**src/rtl/uart_pkg.sv**
```systemverilog
// Shared definitions for the memory-mapped UART transmit buffer: status/control
// bit positions, FSM state encoding and the status word packer.
package uart_pkg;

    localparam int STAT_BUSY  = 31;
    localparam int STAT_OVF   = 30;
    localparam int STAT_FULL  = 29;
    localparam int STAT_EMPTY = 28;

    localparam int CTRL_BIT     = 31;
    localparam int CTRL_CLR_OVF = 0;
    localparam int CTRL_FLUSH   = 1;

    typedef enum logic [1:0] {
        IDLE  = 2'd0,
        START = 2'd1,
        WAIT  = 2'd2
    } tx_state_e;

    function automatic logic [31:0] pack_status(input logic busy, input logic ovf,
                                                input logic full, input logic empty,
                                                input logic [15:0] cnt);
        logic [31:0] word;
        word             = 32'h0;
        word[STAT_BUSY]  = busy;
        word[STAT_OVF]   = ovf;
        word[STAT_FULL]  = full;
        word[STAT_EMPTY] = empty;
        word[15:0]       = cnt;
        return word;
    endfunction

endpackage

```
**src/rtl/uart_tx_mem_if.sv**
```systemverilog
// Store/status bus on the CPU side plus the handshake towards the uart_tx serializer.
interface uart_tx_mem_if;
    logic        mem_wen;
    logic [31:0] mem_wdata;
    logic [31:0] mem_rdata;
    logic        tx_dv;
    logic [7:0]  tx_byte;
    logic        tx_active;
    logic        tx_done;
    logic        tx_empty;

    modport master (
        output mem_wen, mem_wdata, tx_active, tx_done,
        input  mem_rdata, tx_dv, tx_byte, tx_empty
    );

    modport slave (
        input  mem_wen, mem_wdata, tx_active, tx_done,
        output mem_rdata, tx_dv, tx_byte, tx_empty
    );
endinterface

```
**src/rtl/uart_tx_fifo.sv**
```systemverilog
// Byte FIFO feeding the transmit FSM; dout is the head registered at pop time.
// A push on a full FIFO is accepted only when a pop happens in the same cycle.
module uart_tx_fifo #(
    parameter int FIFO_AW = 4
) (
    input  logic               clk,
    input  logic               rst,
    input  logic               push,
    input  logic               pop,
    input  logic               flush,
    input  logic [7:0]         din,
    output logic [7:0]         dout,
    output logic [FIFO_AW:0]   count,
    output logic               full,
    output logic               empty
);
    localparam int DEPTH = 2 ** FIFO_AW;

    logic [7:0]         mem [DEPTH];
    logic [FIFO_AW-1:0] wr_ptr;
    logic [FIFO_AW-1:0] rd_ptr;
    logic               push_ok;
    logic               pop_ok;

    assign full    = (count == (FIFO_AW + 1)'(DEPTH));
    assign empty   = (count == '0);
    assign pop_ok  = pop && !empty;
    assign push_ok = push && !flush && (!full || pop_ok);

    // Storage carries no reset; only slots between the pointers are ever read.
    always_ff @(posedge clk) begin
        if (push_ok) mem[wr_ptr] <= din;
    end

    always_ff @(posedge clk or posedge rst) begin
        if (rst) begin
            wr_ptr <= '0;
            rd_ptr <= '0;
            count  <= '0;
            dout   <= 8'h00;
        end else begin
            if (pop_ok) dout <= mem[rd_ptr];
            // The head is latched above even when flushing, so the popped byte survives.
            if (flush) begin
                wr_ptr <= '0;
                rd_ptr <= '0;
                count  <= '0;
            end else begin
                if (push_ok) wr_ptr <= wr_ptr + 1'b1;
                if (pop_ok)  rd_ptr <= rd_ptr + 1'b1;
                case ({push_ok, pop_ok})
                    2'b10:   count <= count + 1'b1;
                    2'b01:   count <= count - 1'b1;
                    default: count <= count;
                endcase
            end
        end
    end
endmodule

```
**src/rtl/uart_tx_mem.sv**
```systemverilog
// Memory-mapped UART transmit buffer: CPU stores fill a FIFO, a small FSM hands
// one byte per frame to uart_tx, and loads return busy/overflow/full/empty/count.
module uart_tx_mem
    import uart_pkg::*;
#(
    parameter int FIFO_AW = 4
) (
    input  logic          clk,
    input  logic          rst,
    uart_tx_mem_if.slave  bus
);
    tx_state_e        state;
    tx_state_e        state_n;
    logic             pop;
    logic             tx_dv;
    logic             tx_dv_n;
    logic             overflow;
    logic             is_ctrl;
    logic             push;
    logic             flush;
    logic             clr_ovf;
    logic             fifo_full;
    logic             fifo_empty;
    logic [FIFO_AW:0] count;
    logic [7:0]       head;
    logic             unused_wdata;

    assign is_ctrl      = bus.mem_wdata[CTRL_BIT];
    assign push         = bus.mem_wen && !is_ctrl;
    assign flush        = bus.mem_wen && is_ctrl && bus.mem_wdata[CTRL_FLUSH];
    assign clr_ovf      = bus.mem_wen && is_ctrl && bus.mem_wdata[CTRL_CLR_OVF];
    assign unused_wdata = ^bus.mem_wdata[30:8];

    uart_tx_fifo #(.FIFO_AW(FIFO_AW)) u_fifo (
        .clk   (clk),
        .rst   (rst),
        .push  (push),
        .pop   (pop),
        .flush (flush),
        .din   (bus.mem_wdata[7:0]),
        .dout  (head),
        .count (count),
        .full  (fifo_full),
        .empty (fifo_empty)
    );

    // Waiting for tx_active low in IDLE keeps us off a serializer still busy from before a reset.
    always_comb begin
        state_n = state;
        pop     = 1'b0;
        case (state)
            IDLE: begin
                if (!fifo_empty && !bus.tx_active) begin
                    pop     = 1'b1;
                    state_n = START;
                end
            end
            START:   state_n = WAIT;
            WAIT:    if (bus.tx_done) state_n = IDLE;
            default: state_n = IDLE;
        endcase
        tx_dv_n = (state_n == START);
    end

    always_ff @(posedge clk or posedge rst) begin
        if (rst) begin
            state <= IDLE;
            tx_dv <= 1'b0;
        end else begin
            state <= state_n;
            tx_dv <= tx_dv_n;
        end
    end

    always_ff @(posedge clk or posedge rst) begin
        if (rst)                              overflow <= 1'b0;
        else if (clr_ovf)                     overflow <= 1'b0;
        else if (push && fifo_full && !pop)   overflow <= 1'b1;
    end

    assign bus.tx_dv     = tx_dv;
    assign bus.tx_byte   = head;
    assign bus.tx_empty  = fifo_empty && (state == IDLE);
    assign bus.mem_rdata = pack_status(state != IDLE, overflow, fifo_full, fifo_empty,
                                       16'(count));
endmodule

```
**src/flat_wrapper.sv**
```systemverilog
// flat-port wrapper written by rule: the top's interface ports become plain ports
module uart_tx_mem_flat import uart_pkg::*;
#(
    parameter int FIFO_AW = 4
)
  (clk, rst, bus_mem_wen, bus_mem_wdata, bus_tx_active, bus_tx_done, bus_mem_rdata, bus_tx_dv, bus_tx_byte, bus_tx_empty);
  uart_tx_mem_if bus_i ();
  input  logic clk;
  input  logic rst;
  input wire logic [$bits(bus_i.mem_wen)-1:0] bus_mem_wen;
  input wire logic [$bits(bus_i.mem_wdata)-1:0] bus_mem_wdata;
  input wire logic [$bits(bus_i.tx_active)-1:0] bus_tx_active;
  input wire logic [$bits(bus_i.tx_done)-1:0] bus_tx_done;
  output wire logic [$bits(bus_i.mem_rdata)-1:0] bus_mem_rdata;
  output wire logic [$bits(bus_i.tx_dv)-1:0] bus_tx_dv;
  output wire logic [$bits(bus_i.tx_byte)-1:0] bus_tx_byte;
  output wire logic [$bits(bus_i.tx_empty)-1:0] bus_tx_empty;
  assign bus_i.mem_wen = bus_mem_wen;
  assign bus_i.mem_wdata = bus_mem_wdata;
  assign bus_i.tx_active = bus_tx_active;
  assign bus_i.tx_done = bus_tx_done;
  assign bus_mem_rdata = bus_i.mem_rdata;
  assign bus_tx_dv = bus_i.tx_dv;
  assign bus_tx_byte = bus_i.tx_byte;
  assign bus_tx_empty = bus_i.tx_empty;
  uart_tx_mem #(.FIFO_AW(FIFO_AW)) u_core (.clk(clk), .rst(rst), .bus(bus_i));
endmodule
```
**config.mk**
```make
export PLATFORM = sky130hd
export DESIGN_NAME = uart_tx_mem_flat
export DESIGN_NICKNAME = d
export VERILOG_FILES = /design/src/rtl/uart_pkg.sv /design/src/rtl/uart_tx_mem_if.sv /design/src/rtl/uart_tx_fifo.sv /design/src/rtl/uart_tx_mem.sv /design/src/flat_wrapper.sv
export SDC_FILE = /design/constraint.sdc
export NUM_CORES = 1
export LEC_CHECK = 0
export ABC_AREA = 1
export CORE_ASPECT_RATIO = 1.4
export CORE_UTILIZATION = 35
export CTS_BUF_LIST = sky130_fd_sc_hd__clkbuf_8
export DETAILED_ROUTE_END_ITERATION = 7
export DONT_BUFFER_PORTS = 1
export HOLD_SLACK_MARGIN = 0.08
export PLACE_DENSITY = 0.52
export SLEW_MARGIN = 20
export SYNTH_ARGS = -nofsm -noshare
export SYNTH_HDL_FRONTEND = slang
export SYNTH_SLANG_ARGS = --single-unit
```
**constraint.sdc**
```tcl
create_clock -name clk -period 2.05 [get_ports clk]
set_clock_uncertainty 0.05 [all_clocks]
set_input_delay 0.615 -clock clk [delete_from_list [all_inputs] [get_ports clk]]
set_output_delay 0.615 -clock clk [all_outputs]
set_load 0.02 [all_outputs]
```
==> results.md <==
- The mean cell area of the mapped netlist is 9.839 µm².
- In this run the worst hold path is classified as in2reg.
- The number of register bits inferred by synthesis is between 150 and 200.
- In this run the core area contains 61 standard-cell rows.
- The H-tree depth is 4.
- The worst setup path is captured at an output port.
- For this block, the initial DRC count from the detailed router was 243.
- The final routed wirelength across all metal layers is 15900 µm.
- The clock latency on the worst-skew pair is 0.44 ns.
- In the finished design, the share of the clock period the worst path needs comes to 0.9894.
- Counting along the longest clock path gives a buffer depth of 2.
- The CTS tree is built.
- The clock net in this run drives a total of 153 sinks.
- The share of cells above drive strength 1 is 0.1297.
- Buffers inserted during clock tree synthesis total 17.
- For this run, the number of Yosys warnings is 0.
- The worst register-to-register path has a setup slack of between 0.1 and 0.15 ns.
- The initial standard-cell utilization of the core is 0.3586.
- Across every metal layer, demand over resource in global routing totals 0.1605.
- Summing over every cut layer, the via total after detailed routing is 4743.
- The required time of the worst setup path is 1.38 ns.
- The number of hold-slack violations in the final timing report is 0.
- The count of cell types in the netlist is 31.
- The end of the worst hold path is u_core.u_fifo.mem[5][2]$_DFFE_PP_.
- The final estimated routing congestion in global placement is approximately 0.80.
- The HPWL after detailed placement is 10890 µm.
- The width of the die is 122.7 µm.
- The clock-pin slew reported for the worst setup and hold paths after clock tree synthesis is 0.10 ns.
- From bottom edge to top edge, the die measures approximately 170 µm.
- The via-per-instance ratio is 4.600.
- In this run the cell area of the synthesized design comes to 7143 µm².
- The worst register-to-register path has a depth of 9.
- The post-layout net count is 812.
- Traced cell by cell, the critical path runs through nor2_4 > nand3_4 > nor2_4 > buf_6.
- The layout-stage area growth over the synthesis result is 12.58%.
- The worst-path cell with the longest stage delay is dfrtp_1.
- The arrival time of the worst setup path is 1.36 ns.
- The number of buffers and inverters on the critical path is 1.
- The die area is approximately 21000 µm².
- The power per cell area is about 1200 nW/µm².
- For this run, the detailed router's first-pass iteration total came to 5.
- The cell occurring most often along the worst timing path is nor2_4.
- The startpoint identified for the worst register-to-register timing path is u_core.u_fifo.count[3]$_DFFE_PP0P_.
- The gate count of the mapped netlist is 726.
- For this design the top-level I/O count stands at 79.
- The remaining number of nets flagged by the antenna check after routing is 0.
- The wire length of the first global-routing pass is 24750 µm.
- After layout, the design draws a total of 9.471 mW.
- The most critical setup path has its startpoint at u_core.u_fifo.count[3]$_DFFE_PP0P_.
- For this run, the register share of the synthesized area comes to 0.6257.
- After global routing the overflow that remains totals 0.
- Along the worst path, the maximum fanout reaches 4.
- The kind of cell with the highest combined delay along the critical path is flip-flops.
- On the worst path, the slowest cell contributes a delay of between 0.4 and 0.5 ns.
- The total of max-cap violations is 0.
- The filler-free cell count of the finished design is 1031.
- Setup repair after global routing could not meet its margin everywhere.
- IR analysis of the VDD net gives a maximum drop of 0.6649 mV.
- The area of the core region is roughly 20000 µm².
- The startpoint identified for the worst hold timing path is bus_mem_wdata[2].
- The worst setup path is launched from a flop.
- The flow ran to the end, and the final reports show no timing, DRC or antenna violations.
- The count of port buffers added during placement is 0.
- Static timing analysis puts the maximum clock frequency at roughly 500 MHz.
- Entering global routing, the biggest net connects 67 pins.
- Setup violations remaining at the end of the flow were counted as 0.
- For this design the static power due to leakage is around 3.6 nW.
- The time the worst path needs with I/O delays and setup is 2.028 ns.
- The initial antenna violation count was 0.
- The number of global-route vias before repair is ~4700.
- The hold-critical path depth is 0.
- Dividing the detail-routed wire length by the instance count gives 15.42 µm.
- The critical path is of the reg2out type.
- 0 antenna diodes ended up in the layout.
- The final-report max-slew violation count is 0.
- In the routed design, unresolved DRC markers number 0.
- The worst flop-to-flop path endpoint is u_core.u_fifo.mem[14][6]$_DFFE_PP_.
- The tree is rooted in a clkbuf_8.
- The number of placed instances, taps included is 995.
==> layer usage <==
metal  global-route usage  wire (µm)
met5                    0          0
met3              0.03167        605
met4              0.06363        301
met2               0.3068       8836
met1               0.1679       6151
==> metrics by stage <==
step	utilization	hold slack [ns]	setup WS (ns)	area [µm²]	setup TNS, ns
finish	0.4037	0.2112	0.02180	8041	0
global route	0.4037	0.1814	-0.05305	8041	-0.05305
CTS	0.4022	0.1898	-0.008881	8013	-0.008881
detailed placement	0.3799	0.5159	-0.05912	7569	-0.8285
global placement	0.3799	0.5173	-0.02476	7569	-0.3473
floorplan	-	0.4026	0.03914	7226	0
==> how the worst max path moves through the flow <==
stage	depth (start not counted)	slack [ns]	end
global placement	9	-0.02	u_core.u_fifo.mem[12][7]$_DFFE_PP_
detailed placement	9	-0.06	u_core.u_fifo.mem[14][5]$_DFFE_PP_
finish	4	0.02	bus_tx_empty
floorplan	13	0.04	u_core.u_fifo.count[4]$_DFFE_PP0P_
global route	4	-0.05	bus_tx_empty
CTS	4	-0.009	bus_tx_empty
==> cells in the final DEF, fill, tap and decap left out, types with 2 or more instances in the layout <==
cell / netlist / layout
inv_6: 0 / 4
clkinvlp_4: 0 / 5
nand3_1: 113 / 113
buf_4: 33 / 47
buf_6: 3 / 2
nand3_4: 2 / 4
nand2_1: 225 / 225
nor2_1: 20 / 18
conb_1: 1 / 23
inv_2: 2 / 3
buf_12: 0 / 3
edfxtp_1: 128 / 128
o21ai_0: 3 / 3
clkinv_1: 1 / 2
o21ai_1: 4 / 4
nor2_4: 3 / 4
bufinv_16: 0 / 2
dfrtp_1: 25 / 24
a21oi_1: 4 / 3
inv_1: 119 / 119
ha_1: 8 / 8
clkbuf_8: 0 / 17
xnor2_1: 2 / 2
==> report_power, final <==
group          switching (mW)  internal [mW]  total (mW)
Sequential              0.287           3.66        3.95
Clock                    1.19           1.09        2.27
Combinational            2.14           1.12        3.25
==> flip-flops by register name (all words and copies together) (netlist names) <==
register	cells
u_core.u_fifo.mem	128
u_core.u_fifo.dout	8
u_core.u_fifo.count	5
u_core.u_fifo.rd_ptr	4
u_core.u_fifo.wr_ptr	4
u_core.state	2
u_core.bus.tx_dv	1
u_core.overflow	1
==> cell families after synthesis <==
logic type,share of synthesized area
AO/OA/AOI/OAI,0.01331
buffers and inverters,0.1154
adder cells (fa/ha/maj),0.01682
XOR/XNOR,0.003679
AND/OR/NAND/NOR,0.2246
flip-flops,0.6257
other,0.0005250
==> what timing repair did <==
item,in CTS,in global routing
pin swaps,6,0
endpoints found under the hold margin,25,0
gates resized for setup,8,4
hold buffers,1,0
buffers inserted,3,1
endpoints found under the setup margin,3,5
==> synthesized netlist by cell type <==
cell / n / area share
nand2_1: 225 / 0.12
edfxtp_1: 128 / 0.54
inv_1: 119 / 0.063
nand3_1: 113 / 0.079
buf_4: 33 / 0.035
dfrtp_1: 25 / 0.088
nor2_1: 20 / 0.011
buf_2: 14 / 0.0098
ha_1: 8 / 0.014
a21oi_1: 4 / 0.0028
clkbuf_1: 4 / 0.0021
o21ai_1: 4 / 0.0028
buf_6: 3 / 0.0047
nor2_4: 3 / 0.0047
o21ai_0: 3 / 0.0021
inv_2: 2 / 0.0011
nand3_2: 2 / 0.0028
nand3_4: 2 / 0.0049
xnor2_1: 2 / 0.0025
a21oi_4: 1 / 0.0023
clkinv_1: 1 / 0.00052
conb_1: 1 / 0.00052
fa_1: 1 / 0.0028
nand2_2: 1 / 0.00088
nand2_4: 1 / 0.0016
nand3b_1: 1 / 0.0011
nor3_1: 1 / 0.00070
o21a_1: 1 / 0.0011
o21ai_2: 1 / 0.0012
o31ai_1: 1 / 0.0011
xor2_1: 1 / 0.0012
==> cell type report <==
type | instances | area [µm²]
repair buffers | 53 | 445.4
clock inverters | 15 | 152.6
flip-flops and latches | 153 | 4471
inverters | 122 | 460.4
multi-input cells | 419 | 1963
clock buffers | 17 | 234.0
fillers | 1930 | 11880
well taps | 252 | 315.3
Note: power is estimated with default switching activity, not from simulation.
